**src/rtl/buffet_fill_agent.sv**
```systemverilog
// buffet_fill_agent
//   Credit-driven fill engine upstream of a buffet. Streams a strided block of
//   elements from backing memory into the buffet fill port. A memory read is
//   issued only while a buffet credit is held; credits returned by the buffet
//   replenish the free-slot count. One job runs per start_i pulse.
//
// Ports
//   clk, reset_i                      clock, synchronous active-high reset
//   start_i, cfg_base_i,
//   cfg_stride_i, cfg_len_i           job launch (sampled in IDLE only)
//   busy_o, done_o                    job in progress / one-cycle completion pulse
//   credit_in, credit_valid_i,
//   credit_ready_o                    freed-slot return from the buffet
//   mem_req_addr_o, mem_req_valid_o,
//   mem_req_ready_i                   read request channel
//   mem_resp_data_i, mem_resp_valid_i,
//   mem_resp_ready_o                  in-order read response channel
//   push_data_o, push_data_valid_o,
//   push_data_ready_i                 buffet fill channel
//
// Optional build macro FILL_AGENT_PERF_EN adds:
//   stall_cnt_o   RUN cycles stalled on zero credits (cleared on accepted start)
//   credit_err_o  sticky flag, credit count had to be clamped at BUF_DEPTH
module buffet_fill_agent #(
  parameter int unsigned IDX_WIDTH       = 8,
  parameter int unsigned DATA_WIDTH      = 32,
  parameter int unsigned ADDR_WIDTH      = 32,
  parameter int unsigned BUF_DEPTH       = 16,
  parameter int unsigned MAX_OUTSTANDING = 4
) (
  input  logic                  clk,
  input  logic                  reset_i,
  input  logic                  start_i,
  input  logic [ADDR_WIDTH-1:0] cfg_base_i,
  input  logic [ADDR_WIDTH-1:0] cfg_stride_i,
  input  logic [IDX_WIDTH-1:0]  cfg_len_i,
  output logic                  busy_o,
  output logic                  done_o,
  input  logic [IDX_WIDTH-1:0]  credit_in,
  input  logic                  credit_valid_i,
  output logic                  credit_ready_o,
  output logic [ADDR_WIDTH-1:0] mem_req_addr_o,
  output logic                  mem_req_valid_o,
  input  logic                  mem_req_ready_i,
  input  logic [DATA_WIDTH-1:0] mem_resp_data_i,
  input  logic                  mem_resp_valid_i,
  output logic                  mem_resp_ready_o,
  output logic [DATA_WIDTH-1:0] push_data_o,
  output logic                  push_data_valid_o,
  input  logic                  push_data_ready_i
`ifdef FILL_AGENT_PERF_EN
  ,
  output logic [31:0]           stall_cnt_o,
  output logic                  credit_err_o
`endif
);

  localparam int unsigned PTR_W = $clog2(MAX_OUTSTANDING);
  localparam int unsigned CNT_W = PTR_W + 1;
  localparam int unsigned SUM_W = IDX_WIDTH + 1;

  typedef enum logic [1:0] {IDLE, RUN, DRAIN, DONE} state_t;

  state_t                state;
  state_t                state_next;

  logic [ADDR_WIDTH-1:0] addr;
  logic [ADDR_WIDTH-1:0] stride;
  logic [IDX_WIDTH-1:0]  len;
  logic [IDX_WIDTH-1:0]  issued;
  logic [IDX_WIDTH-1:0]  pushed;
  logic [IDX_WIDTH-1:0]  credits;
  logic [CNT_W-1:0]      outstanding;
  logic [CNT_W-1:0]      awaiting;
  logic                  req_valid;

  logic [DATA_WIDTH-1:0] fifo_mem [MAX_OUTSTANDING];
  logic [PTR_W-1:0]      wr_ptr;
  logic [PTR_W-1:0]      rd_ptr;
  logic [CNT_W-1:0]      fifo_count;

  logic                  start_accept;
  logic                  req_fire;
  logic                  push_fire;
  logic                  credit_fire;
  logic                  resp_accept;

  logic [SUM_W-1:0]      credit_sum;
  logic                  clamp;
  logic [IDX_WIDTH-1:0]  credits_n;
  logic [IDX_WIDTH-1:0]  issued_n;
  logic [IDX_WIDTH-1:0]  len_n;
  logic [CNT_W-1:0]      outstanding_n;
  logic                  req_valid_n;

  assign start_accept      = (state == IDLE) && start_i;
  assign req_fire          = req_valid && mem_req_ready_i;
  assign push_fire         = push_data_valid_o && push_data_ready_i;
  assign credit_ready_o    = !reset_i;
  assign credit_fire       = credit_valid_i && credit_ready_o;
  // Responses are only taken into the FIFO while a request of the current
  // job is still unanswered; stale data from before a reset is discarded.
  assign resp_accept       = mem_resp_valid_i && (awaiting != '0);

  assign mem_resp_ready_o  = 1'b1;
  assign mem_req_valid_o   = req_valid;
  assign mem_req_addr_o    = addr;
  assign push_data_valid_o = (fifo_count != '0);
  assign push_data_o       = fifo_mem[rd_ptr];

  always_ff @(posedge clk) begin
    if (reset_i) begin
      state <= IDLE;
    end else begin
      state <= state_next;
    end
  end

  always_comb begin
    state_next = state;
    busy_o     = 1'b0;
    done_o     = 1'b0;
    case (state)
      IDLE: begin
        if (start_i) begin
          state_next = (cfg_len_i == '0) ? DONE : RUN;
        end
      end
      RUN: begin
        busy_o = 1'b1;
        if (issued == len) begin
          state_next = DRAIN;
        end
      end
      DRAIN: begin
        busy_o = 1'b1;
        if ((pushed == len) && (fifo_count == '0)) begin
          state_next = DONE;
        end
      end
      DONE: begin
        done_o     = 1'b1;
        state_next = IDLE;
      end
      default: state_next = IDLE;
    endcase
  end

  // The request valid is registered, so it is derived from next-cycle counts.
  // While a request is stalled on mem_req_ready_i the inputs to this term can
  // only move in its favour, which keeps valid and address stable.
  always_comb begin
    credit_sum    = {1'b0, credits}
                  + (credit_fire ? {1'b0, credit_in} : '0)
                  - SUM_W'(req_fire);
    clamp         = (credit_sum > SUM_W'(BUF_DEPTH));
    credits_n     = clamp ? IDX_WIDTH'(BUF_DEPTH) : credit_sum[IDX_WIDTH-1:0];
    issued_n      = start_accept ? '0 : issued + IDX_WIDTH'(req_fire);
    len_n         = start_accept ? cfg_len_i : len;
    outstanding_n = outstanding + CNT_W'(req_fire) - CNT_W'(push_fire);
    req_valid_n   = (state_next == RUN)
                 && (credits_n != '0)
                 && (outstanding_n < CNT_W'(MAX_OUTSTANDING))
                 && (issued_n < len_n);
  end

  always_ff @(posedge clk) begin
    if (reset_i) begin
      credits     <= IDX_WIDTH'(BUF_DEPTH);
      issued      <= '0;
      pushed      <= '0;
      len         <= '0;
      outstanding <= '0;
      awaiting    <= '0;
      req_valid   <= 1'b0;
      addr        <= '0;
      stride      <= '0;
      wr_ptr      <= '0;
      rd_ptr      <= '0;
      fifo_count  <= '0;
    end else begin
      credits     <= credits_n;
      issued      <= issued_n;
      len         <= len_n;
      outstanding <= outstanding_n;
      req_valid   <= req_valid_n;
      awaiting    <= awaiting + CNT_W'(req_fire) - CNT_W'(resp_accept);
      if (start_accept) begin
        addr   <= cfg_base_i;
        stride <= cfg_stride_i;
        pushed <= '0;
      end else begin
        if (req_fire) begin
          addr <= addr + stride;
        end
        if (push_fire) begin
          pushed <= pushed + IDX_WIDTH'(1);
        end
      end
      if (resp_accept) begin
        wr_ptr <= wr_ptr + PTR_W'(1);
      end
      if (push_fire) begin
        rd_ptr <= rd_ptr + PTR_W'(1);
      end
      fifo_count <= fifo_count + CNT_W'(resp_accept) - CNT_W'(push_fire);
    end
  end

  always_ff @(posedge clk) begin
    if (resp_accept) begin
      fifo_mem[wr_ptr] <= mem_resp_data_i;
    end
  end

`ifdef FILL_AGENT_PERF_EN
  always_ff @(posedge clk) begin
    if (reset_i) begin
      stall_cnt_o  <= '0;
      credit_err_o <= 1'b0;
    end else begin
      if (start_accept) begin
        stall_cnt_o <= '0;
      end else if ((state == RUN) && (issued < len) && (credits == '0)) begin
        stall_cnt_o <= stall_cnt_o + 32'd1;
      end
      if (clamp) begin
        credit_err_o <= 1'b1;
      end
    end
  end
`endif

endmodule
```
**config.mk**
```make
export PLATFORM = sky130hd
export DESIGN_NAME = buffet_fill_agent
export DESIGN_NICKNAME = d
export VERILOG_FILES = /design/src/rtl/buffet_fill_agent.sv
export SDC_FILE = /design/constraint.sdc
export NUM_CORES = 1
export LEC_CHECK = 0
export BUFFER_PORTS_ARGS = -buffer_cell sky130_fd_sc_hd__buf_4
export CAP_MARGIN = 30
export CORE_ASPECT_RATIO = 0.75
export CORE_MARGIN = 4
export CORE_UTILIZATION = 51
export DETAILED_ROUTE_END_ITERATION = 12
export PLACE_DENSITY = 0.76
export SYNTH_ARGS = -nofsm -noshare
export SYNTH_HDL_FRONTEND = slang
export SYNTH_SLANG_ARGS = --single-unit
```
**constraint.sdc**
```tcl
create_clock -name clk -period 2.94 [get_ports clk]
set_input_delay 0.147 -clock clk [delete_from_list [all_inputs] [get_ports clk]]
set_output_delay 0.147 -clock clk [all_outputs]
set_load 0.005 [all_outputs]
```
==> qor.yml, run 1 <==
skew_ns: 0.00919
power.total_mw: 10.1
worstSetupPathType: "reg -> reg"
viasPerCell: 5.45
grt_pass1_vias: 9076
ys_seq_area_share_pct: 52.4
routed_wl_um: 29000
globalRoute.busiestLayer: "met2"
hold_start: "cfg_base_i[27]"
route.detailed.drc: 0
synth_cells: 1044
clk_transition_reported_paths_ns: 0.06
r2r_cells: 12
fin_crit_sh_pct: 94.8
die_w_um: 183
met1_usage_pct: 29.8
place_inst: 1504
area_growth_pct: 30.5
start_util_pct: 52.4
drive_gt1_share_pct: 22.4
stdcell_count: 1654
h-tree-depth: 1
setup_ws_ns: 0.153
numClockSinks: 242
rows: 47
die_y_um: 139
final_util_pct: 68.4
numCtsBuffers: 25
swShare_pct: 29.2
min_to: "mem_req_addr_o[27]"
grt.total_usage_pct: 21.9
cap_violations: 0
required_ns: 3.32
fmax_mhz: 359
async_reset_ff_share_pct: 0
dp_hpwl_um: 19000
final_common_cell: "buf_4"
power.switching_mw: 2.94
grt_pass1_wl_um: 45900
layout_common_cells: "buf_4 (206), nand2_1 (134), edfxtp_1 (128)"
grt_start_max_net_pins: 85
place_ws_ns: -0.0584
io_pins: 189
routedWlPerCell_um: 17.6
pwr_density_cell_nw_per_um2: 661
fin_crit_ns: 2.79
worstMarginPinSlew_ns: 0.651
status: "complete, no violations"
antenna_left: 0
netlist_area_um2: 11700
maxSlewViolCount: 0
final_nets: 1532
hold_path.class: "in -> reg"
yosysWarningCount: 0
seq_power_share_pct: 41.7
use_met3_pct: 3.38
grt_util_met2_pct: 37.0
die_area_um2: 25400
ys_ff_latch: 242
cts_tree: "yes"
min_path_cells: 3
cp_max_fo: 3
worstPathArrival_ns: 3.16
root_buffer: "clkbuf_16"
gp_congestion: 0.903
drt_iter0_drc: 652
r2r_end: "mem_req_addr_o[30]"
cts_max_path_buffers: 3
r2r_start: "mem_req_addr_o[0]"
p_int_mw: 7.13
avgSynthCellArea_um2: 11.2
tns_ns: 0
hold_viol_final: 0
p_comb_share_pct: 29.8
synth_cell_types: 71
slew_headroom_pct: 56.6
portBuffers: 187
setup-violations-final: 0
synthFlopType: "edfxtp_1"
start_kind: "flop"
coreArea_um2: 22300
cts_setup_buffers: 0
clkPwrFrac_pct: 28.5
fill_cells: 1639
r2r_setup_slack_ns: 0.15
drt-pass1-iter-count: 5
power_leakage_nw: 6.19
vias: 9008
overflow: 0
synth_enable_flop_cells: 128
end_kind: "flop"
clk_latency_ns: 0.52
antenna_found_initial: 3
ir_drop_mv: 0.430
-- sequential cells by signal (all words and copies together) (netlist names), 3 cells and up, named ones only --
signal,count
stride,32
fifo_count,3
fifo_mem,128
len,8
outstanding,3
issued,8
pushed,8
awaiting,3
mem_req_addr_o,32
credits,8
-- worst max-delay path by stage --
stage / slack, ns / cells after the start / end / startpoint
3_5_place_dp: -0.06 / 19 / credits[0] / reset_i
6_report: 0.15 / 12 / mem_req_addr_o[30] / mem_req_addr_o[0]
3_3_place_gp: 0.05 / 19 / credits[2] / reset_i
5_1_grt: -0.01 / 13 / mem_req_addr_o[24] / mem_req_addr_o[0]
2_1_floorplan: 0.04 / 18 / credits[0] / mem_req_valid_o
4_1_cts: 0.04 / 17 / credits[0] / mem_req_valid_o
-- layout make-up --
cell class / instances / area, µm² / area share, %
timing repair buffer: 309 / 2590 / 17.0
clock buffer: 28 / 637 / 4.18
sequential: 242 / 6130 / 40.2
antenna: 3 / 7.51 / 0.0492
multi-input combinational: 716 / 5250 / 34.4
clock inverter: 17 / 104 / 0.681
inverter: 45 / 169 / 1.11
tap: 294 / 368 / 2.41
-- synthesized netlist by cell type (all sizes together) (5+ instances only) --
library cell	number	area, µm²
and2	10	62.6
inv	43	161
a211oi	10	85.1
mux4	32	721
ha	69	863
nor2b	10	62.6
a21o	16	124
xor2	30	263
dfxtp	114	2280
fa	5	100
nand3	15	75.1
o21a	5	37.5
o21ai	39	195
a31oi	7	58.8
nor2	76	285
buf	19	78.8
nand2	137	514
edfxtp	128	3840
o211ai	5	37.5
nor3	19	111
a311oi	11	96.3
xnor2	38	333
nand2b	8	50.1
mux2i	9	90.1
nand4	11	68.8
clkbuf	24	91.3
a21oi	85	429
o22ai	5	31.3
and3	13	86.3
-- repair_timing --
| item | CTS | global route |
|---|---|---|
| gates resized for setup | 0 | 6 |
| hold endpoints to repair | 198 | 0 |
| setup endpoints to repair | 0 | 10 |
| hold buffers | 102 | 0 |
-- through the flow --
| step | hold WS (ns) | area [µm²] |
|---|---|---|
| global route | 0.0407 | 15200 |
| global placement | 0.350 | 13500 |
| detailed placement | 0.351 | 13500 |
| floorplan | 0.246 | 11700 |
| finish | 0.0160 | 15200 |
| CTS | 0.0352 | 15200 |
-- worst max-delay path, cell delays in order (launching register included) --
cell and delay (ns):
dfxtp_1 0.36, ha_1 0.21, inv_1 0.07, fa_1 0.40, nor2b_2 0.19, o31a_1 0.16
o21ai_1 0.09, nor4b_2 0.18, nor2_1 0.10, o221ai_1 0.19, or2_1 0.34, o311ai_1 0.25
o21ai_0 0.12
-- power groups by stage --
stage                     combinational [mW]  clock (mW)  sequential (mW)
final                                   3.00        2.87             4.20
after global routing                    3.30        3.10             4.23
after CTS                               3.01        2.94             4.20
after detailed placement                2.87           0             4.26
after global placement                  2.83           0             4.24
after floorplan                         1.78           0             4.21
-- metal layers --
metal / wire (µm) / vias up
met3: 1610 / 54
met1: 12600 / 4305
met5: 0 / -
li1: - / 4383
met2: 14100 / 266
met4: 762 / 0
-- logic make-up after synthesis --
group,share of synthesized area (%)
adder cells (fa/ha/maj),8.25
AND/OR/NAND/NOR,12.4
other,0.0643
AO/OA/AOI/OAI,11.7
flip-flops,52.4
buffers and inverters,2.90
multiplexers,7.13
XOR/XNOR,5.10
Note: power is estimated with default switching activity, not from simulation.
==> inputs of run 2 (changes only) <==
--- a/config.mk
+++ b/config.mk
@@ -9,9 +9,9 @@
 export CAP_MARGIN = 30
 export CORE_ASPECT_RATIO = 0.75
 export CORE_MARGIN = 4
-export CORE_UTILIZATION = 51
+export CORE_UTILIZATION = 57
 export DETAILED_ROUTE_END_ITERATION = 12
-export PLACE_DENSITY = 0.76
+export PLACE_DENSITY = 0.8
 export SYNTH_ARGS = -nofsm -noshare
 export SYNTH_HDL_FRONTEND = slang
 export SYNTH_SLANG_ARGS = --single-unit
==> constraint.sdc (replaced) <==
create_clock -name clk -period 2.6 [get_ports clk]
set_input_delay 0.65 -clock clk [delete_from_list [all_inputs] [get_ports clk]]
set_output_delay 0.65 -clock clk [all_outputs]
set_load 0.005 [all_outputs]
==> qor.yml, run 2 (synthesized netlist as in run 1, its figures left out) <==
violations: "setup timing"
met1_usage_pct: 33.5
clk_latency_ns: 0.50
fin_crit_ns: 2.79
tns_ns: -1.00
hold_viol_final: 0
die_area_um2: 22900
grt_util_met2_pct: 40.9
viasPerCell: 5.67
hold_path.class: "in -> reg"
rows: 45
numCtsBuffers: 24
antenna_left: 0
grt_start_max_net_pins: 53
root_buffer: "clkbuf_16"
gp_congestion: 0.872
grt.total_usage_pct: 24.3
setup-violations-final: 6
worstSetupEndpoint: "credits[0]"
cts_tree: "yes"
h-tree-depth: 1
portBuffers: 187
drive_gt1_share_pct: 33.3
largest_register_ffs: 128
grt_pass1_wl_um: 46000
end_kind: "flop"
grt_pass1_vias: 9090
r2r_cells: 17
cts_max_path_buffers: 3
numClockSinks: 242
worstPathArrival_ns: 3.23
start_kind: "primary input"
power_leakage_nw: 6.32
area_growth_pct: 30.8
routedWlPerCell_um: 18.1
fin_crit_sh_pct: 107
maxSlewViolCount: 0
r2r_setup_slack_ns: -0.10
route.detailed.drc: 0
final_common_cell: "buf_4"
ir_drop_mv: 0.434
routed_wl_um: 28900
die_w_um: 173
layout_common_cells: "buf_4 (285), nand2_1 (128), edfxtp_1 (128)"
place_ws_ns: -0.782
globalRoute.busiestLayer: "met2"
setup_ws_ns: -0.186
clk_transition_reported_paths_ns: 0.07
required_ns: 3.04
rsz0062_at_grt: "yes"
pwr_density_cell_nw_per_um2: 802
worstSetupPathType: "in -> reg"
dp_hpwl_um: 19500
status: "finished with violations"
cap_violations: 0
io_pins: 189
die_y_um: 132
overflow: 0
final_nets: 1514
drt-pass1-iter-count: 5
skew_ns: 0.0110
cp_max_fo: 6
start_util_pct: 57.8
fmax_mhz: 359
place_area_um2: 14000
use_met3_pct: 3.64
r2r_start: "mem_req_valid_o"
r2r_end: "credits[0]"
drt_iter0_drc: 609
vias: 9064
hold_buffers: 0
holdWs_ns: 0.347
design_area_um2: 15300
top_register: "fifo_mem"
antenna_found_initial: 1
coreArea_um2: 20200
startpoint: "reset_i"
## run 2: cell types whose count changed in the layout (fill, tap and decap cells not counted), sizes merged
cell | before | now
clkinvlp | 5 | 0
clkinv | 11 | 3
clkbuf | 28 | 35
buf | 207 | 292
diode | 3 | 1
dlygate4sd3 | 102 | 0
bufinv | 1 | 6
## run 2: final cells by class
cell class	count	area [µm²]
multi-input cells	716	5540
diodes	1	2.50
fillers	1337	4940
clock inverters	9	196
repair buffers	292	2240
flip-flops and latches	242	6140
well taps	258	323
inverters	45	169
clock buffers	35	673
## run 2: metal layers
layer	vias up	wire, µm
met3	53	1500
met4	0	725
met1	4392	12700
li1	4339	-
met2	280	14000
met5	-	0
## run 2: worst min path at each step
stage	from	end	depth (start not counted)
global route	mem_resp_data_i[9]	fifo_mem[1][9]	1
finish	mem_resp_data_i[29]	fifo_mem[0][29]	1
CTS	mem_resp_data_i[1]	fifo_mem[3][1]	1
global placement	stride[8]	stride[8]	2
floorplan	stride[0]	stride[0]	2
detailed placement	stride[6]	stride[6]	2
## run 2: power breakdown
part | leakage [nW] | total [mW] | switching, mW | internal [mW]
Sequential | 2.10 | 4.75 | 0.240 | 4.51
Combinational | 3.80 | 3.73 | 1.82 | 1.91
Clock | 0.418 | 3.77 | 1.38 | 2.39
## run 2: repair_timing
action,CTS,global route
endpoints found under the setup margin,16,28
pin swaps,16,24
buffers inserted,8,5
resized for setup,37,37
## run 2: worst max-delay path, cell delays in order
cell	delay [ns]
buf_8	0.10
nor2b_4	0.09
buf_6	0.14
nand2_2	0.07
ha_4	0.26
inv_1	0.04
ha_1	0.32
a21o_1	0.21
a21oi_2	0.17
nor2b_1	0.06
o21ai_1	0.16
nand2b_1	0.09
xnor2_1	0.18
o211ai_1	0.23
nor3_4	0.28
and2_1	0.16
## run 2: stage by stage
stage | utilization (%) | power [mW] | instances
global route | 75.6 | 12.9 | 1598
global placement | 69.2 | 8.22 | 1540
finish | 75.6 | 12.2 | 1598
detailed placement | 69.2 | 8.34 | 1540
floorplan | - | 6.78 | 1046
CTS | 74.7 | 12.2 | 1592
==> inputs of run 3 (changes only) <==
--- a/config.mk
+++ b/config.mk
@@ -9,9 +9,10 @@
 export CAP_MARGIN = 30
 export CORE_ASPECT_RATIO = 0.75
 export CORE_MARGIN = 4
-export CORE_UTILIZATION = 57
+export CORE_UTILIZATION = 59
+export CTS_BUF_LIST = sky130_fd_sc_hd__clkbuf_4
 export DETAILED_ROUTE_END_ITERATION = 12
-export PLACE_DENSITY = 0.8
+export PLACE_DENSITY = 0.83
 export SYNTH_ARGS = -nofsm -noshare
 export SYNTH_HDL_FRONTEND = slang
 export SYNTH_SLANG_ARGS = --single-unit
==> qor.yml, run 3 (synthesized netlist as in run 1, its figures left out) <==
r2r_setup_slack_ns: -0.06
largest_register_ffs: 128
design_area_um2: 15600
cts_tree: "yes"
violations: "setup timing"
final_util_pct: 80.4
drt-pass1-iter-count: 5
setup-violations-final: 39
clk_transition_reported_paths_ns: 0.08
die_y_um: 130
drt_iter0_drc: 646
area_growth_pct: 33.3
viasPerCell: 5.63
hold_path.class: "in -> reg"
portBuffers: 187
vias: 9391
grt_pass1_vias: 9627
power_leakage_nw: 6.48
end_kind: "flop"
skew_ns: 0.0323
worstPathArrival_ns: 3.30
slew_headroom_pct: 64.2
cp_max_fo: 6
grt_pass1_wl_um: 47600
numCtsBuffers: 55
worstMarginPinSlew_ns: 0.537
dp_hpwl_um: 20000
grt.total_usage_pct: 26.8
io_pins: 189
routed_wl_um: 31000
drive_gt1_share_pct: 37.0
h-tree-depth: 2
required_ns: 3.21
clk_latency_ns: 0.68
maxSlewViolCount: 0
antenna_left: 0
antenna_found_initial: 1
layout_common_cells: "buf_4 (258), nand2_1 (128), edfxtp_1 (128)"
top_register: "fifo_mem"
hold_buffers: 0
grt_start_max_net_pins: 67
hold_viol_final: 0
status: "finished with violations"
routedWlPerCell_um: 18.6
die_w_um: 170
worstSetupPathType: "in -> reg"
start_kind: "primary input"
cap_violations: 0
route.detailed.drc: 0
numClockSinks: 242
cts_max_path_buffers: 3
final_common_cell: "buf_4"
fin_crit_sh_pct: 103
die_area_um2: 22100
fin_crit_ns: 2.68
setup_ws_ns: -0.0847
coreArea_um2: 19400
place_area_um2: 14100
start_util_pct: 60.3
fmax_mhz: 372
ir_drop_mv: 0.595
final_nets: 1561
gp_congestion: 0.868
root_buffer: "clkbuf_4"
power.total_mw: 11.9
pwr_density_cell_nw_per_um2: 766
rsz0062_at_grt: "yes"
rows: 44
overflow: 0
fill_cells: 1196
==> run 3: changes by cell type in the layout (fill, tap and decap cells not counted), moves of 5 or more <==
cell,before,now
buf_4,285,258
clkbuf_4,0,77
clkbuf_1,9,0
buf_6,4,38
clkinv_2,0,5
clkbuf_16,25,1
bufinv_16,6,0
buf_12,2,8
clkinv_1,3,21
==> run 3: critical path, cell delays in order <==
cell and delay, ns:
buf_6 0.09, nor2b_1 0.10, buf_4 0.18, nand2_4 0.06, ha_4 0.24, buf_6 0.11, fa_2 0.39, nor2b_1 0.14
o21ai_1 0.07, nand2b_1 0.09, buf_4 0.12, a21o_1 0.12, a21oi_2 0.06, xor2_1 0.14, o211ai_1 0.22, nor3_4 0.33
and2_1 0.17
==> run 3: cell type report <==
class | instances | area [µm²] | share of cell area, %
flip-flops and latches | 242 | 6140 | 39.5
multi-input cells | 716 | 5630 | 36.2
well taps | 253 | 317 | 2.03
diodes | 1 | 2.50 | 0.0161
repair buffers | 308 | 2610 | 16.7
clock inverters | 27 | 116 | 0.747
inverters | 45 | 174 | 1.12
clock buffers | 77 | 578 | 3.71
==> run 3: metrics by stage <==
stage	worst slack [ns]	setup TNS, ns	hold slack [ns]	instances
floorplan	-0.504	-2.90	0.440	1046
global placement	-0.662	-3.86	0.450	1539
detailed placement	-0.856	-5.09	0.451	1539
CTS	-0.0992	-2.94	0.121	1656
global route	-0.220	-4.75	0.130	1669
finish	-0.0847	-1.42	0.174	1669
==> run 3: worst paths after layout <==
kind,startpoint,to,cells past startpoint
setup / recovery,reset_i,credits[0],17
hold / removal,mem_resp_data_i[23],fifo_mem[1][23],1
setup reg to reg,mem_req_valid_o,credits[0],16
hold reg to reg,stride[20],stride[20],2
==> run 3: metal layers <==
layer | GRT usage, % | share of wire (%)
met2 | 45.3 | 49
met5 | 0 | 0
met3 | 5.30 | 6.3
met4 | 8.26 | 2.4
met1 | 35.5 | 43
==> run 3: what timing repair did <==
item,4_1_cts,5_1_grt
gates cloned,2,1
setup buffers,11,12
resized for setup,70,66
pin swaps,16,39
endpoints found under the setup margin,46,58
==> run 3: power breakdown <==
part	total [mW]	leakage, nW	internal, mW	switching [mW]
logic	4.26	3.97	2.27	1.98
registers	4.76	2.10	4.50	0.258
clock network	2.91	0.409	1.39	1.52
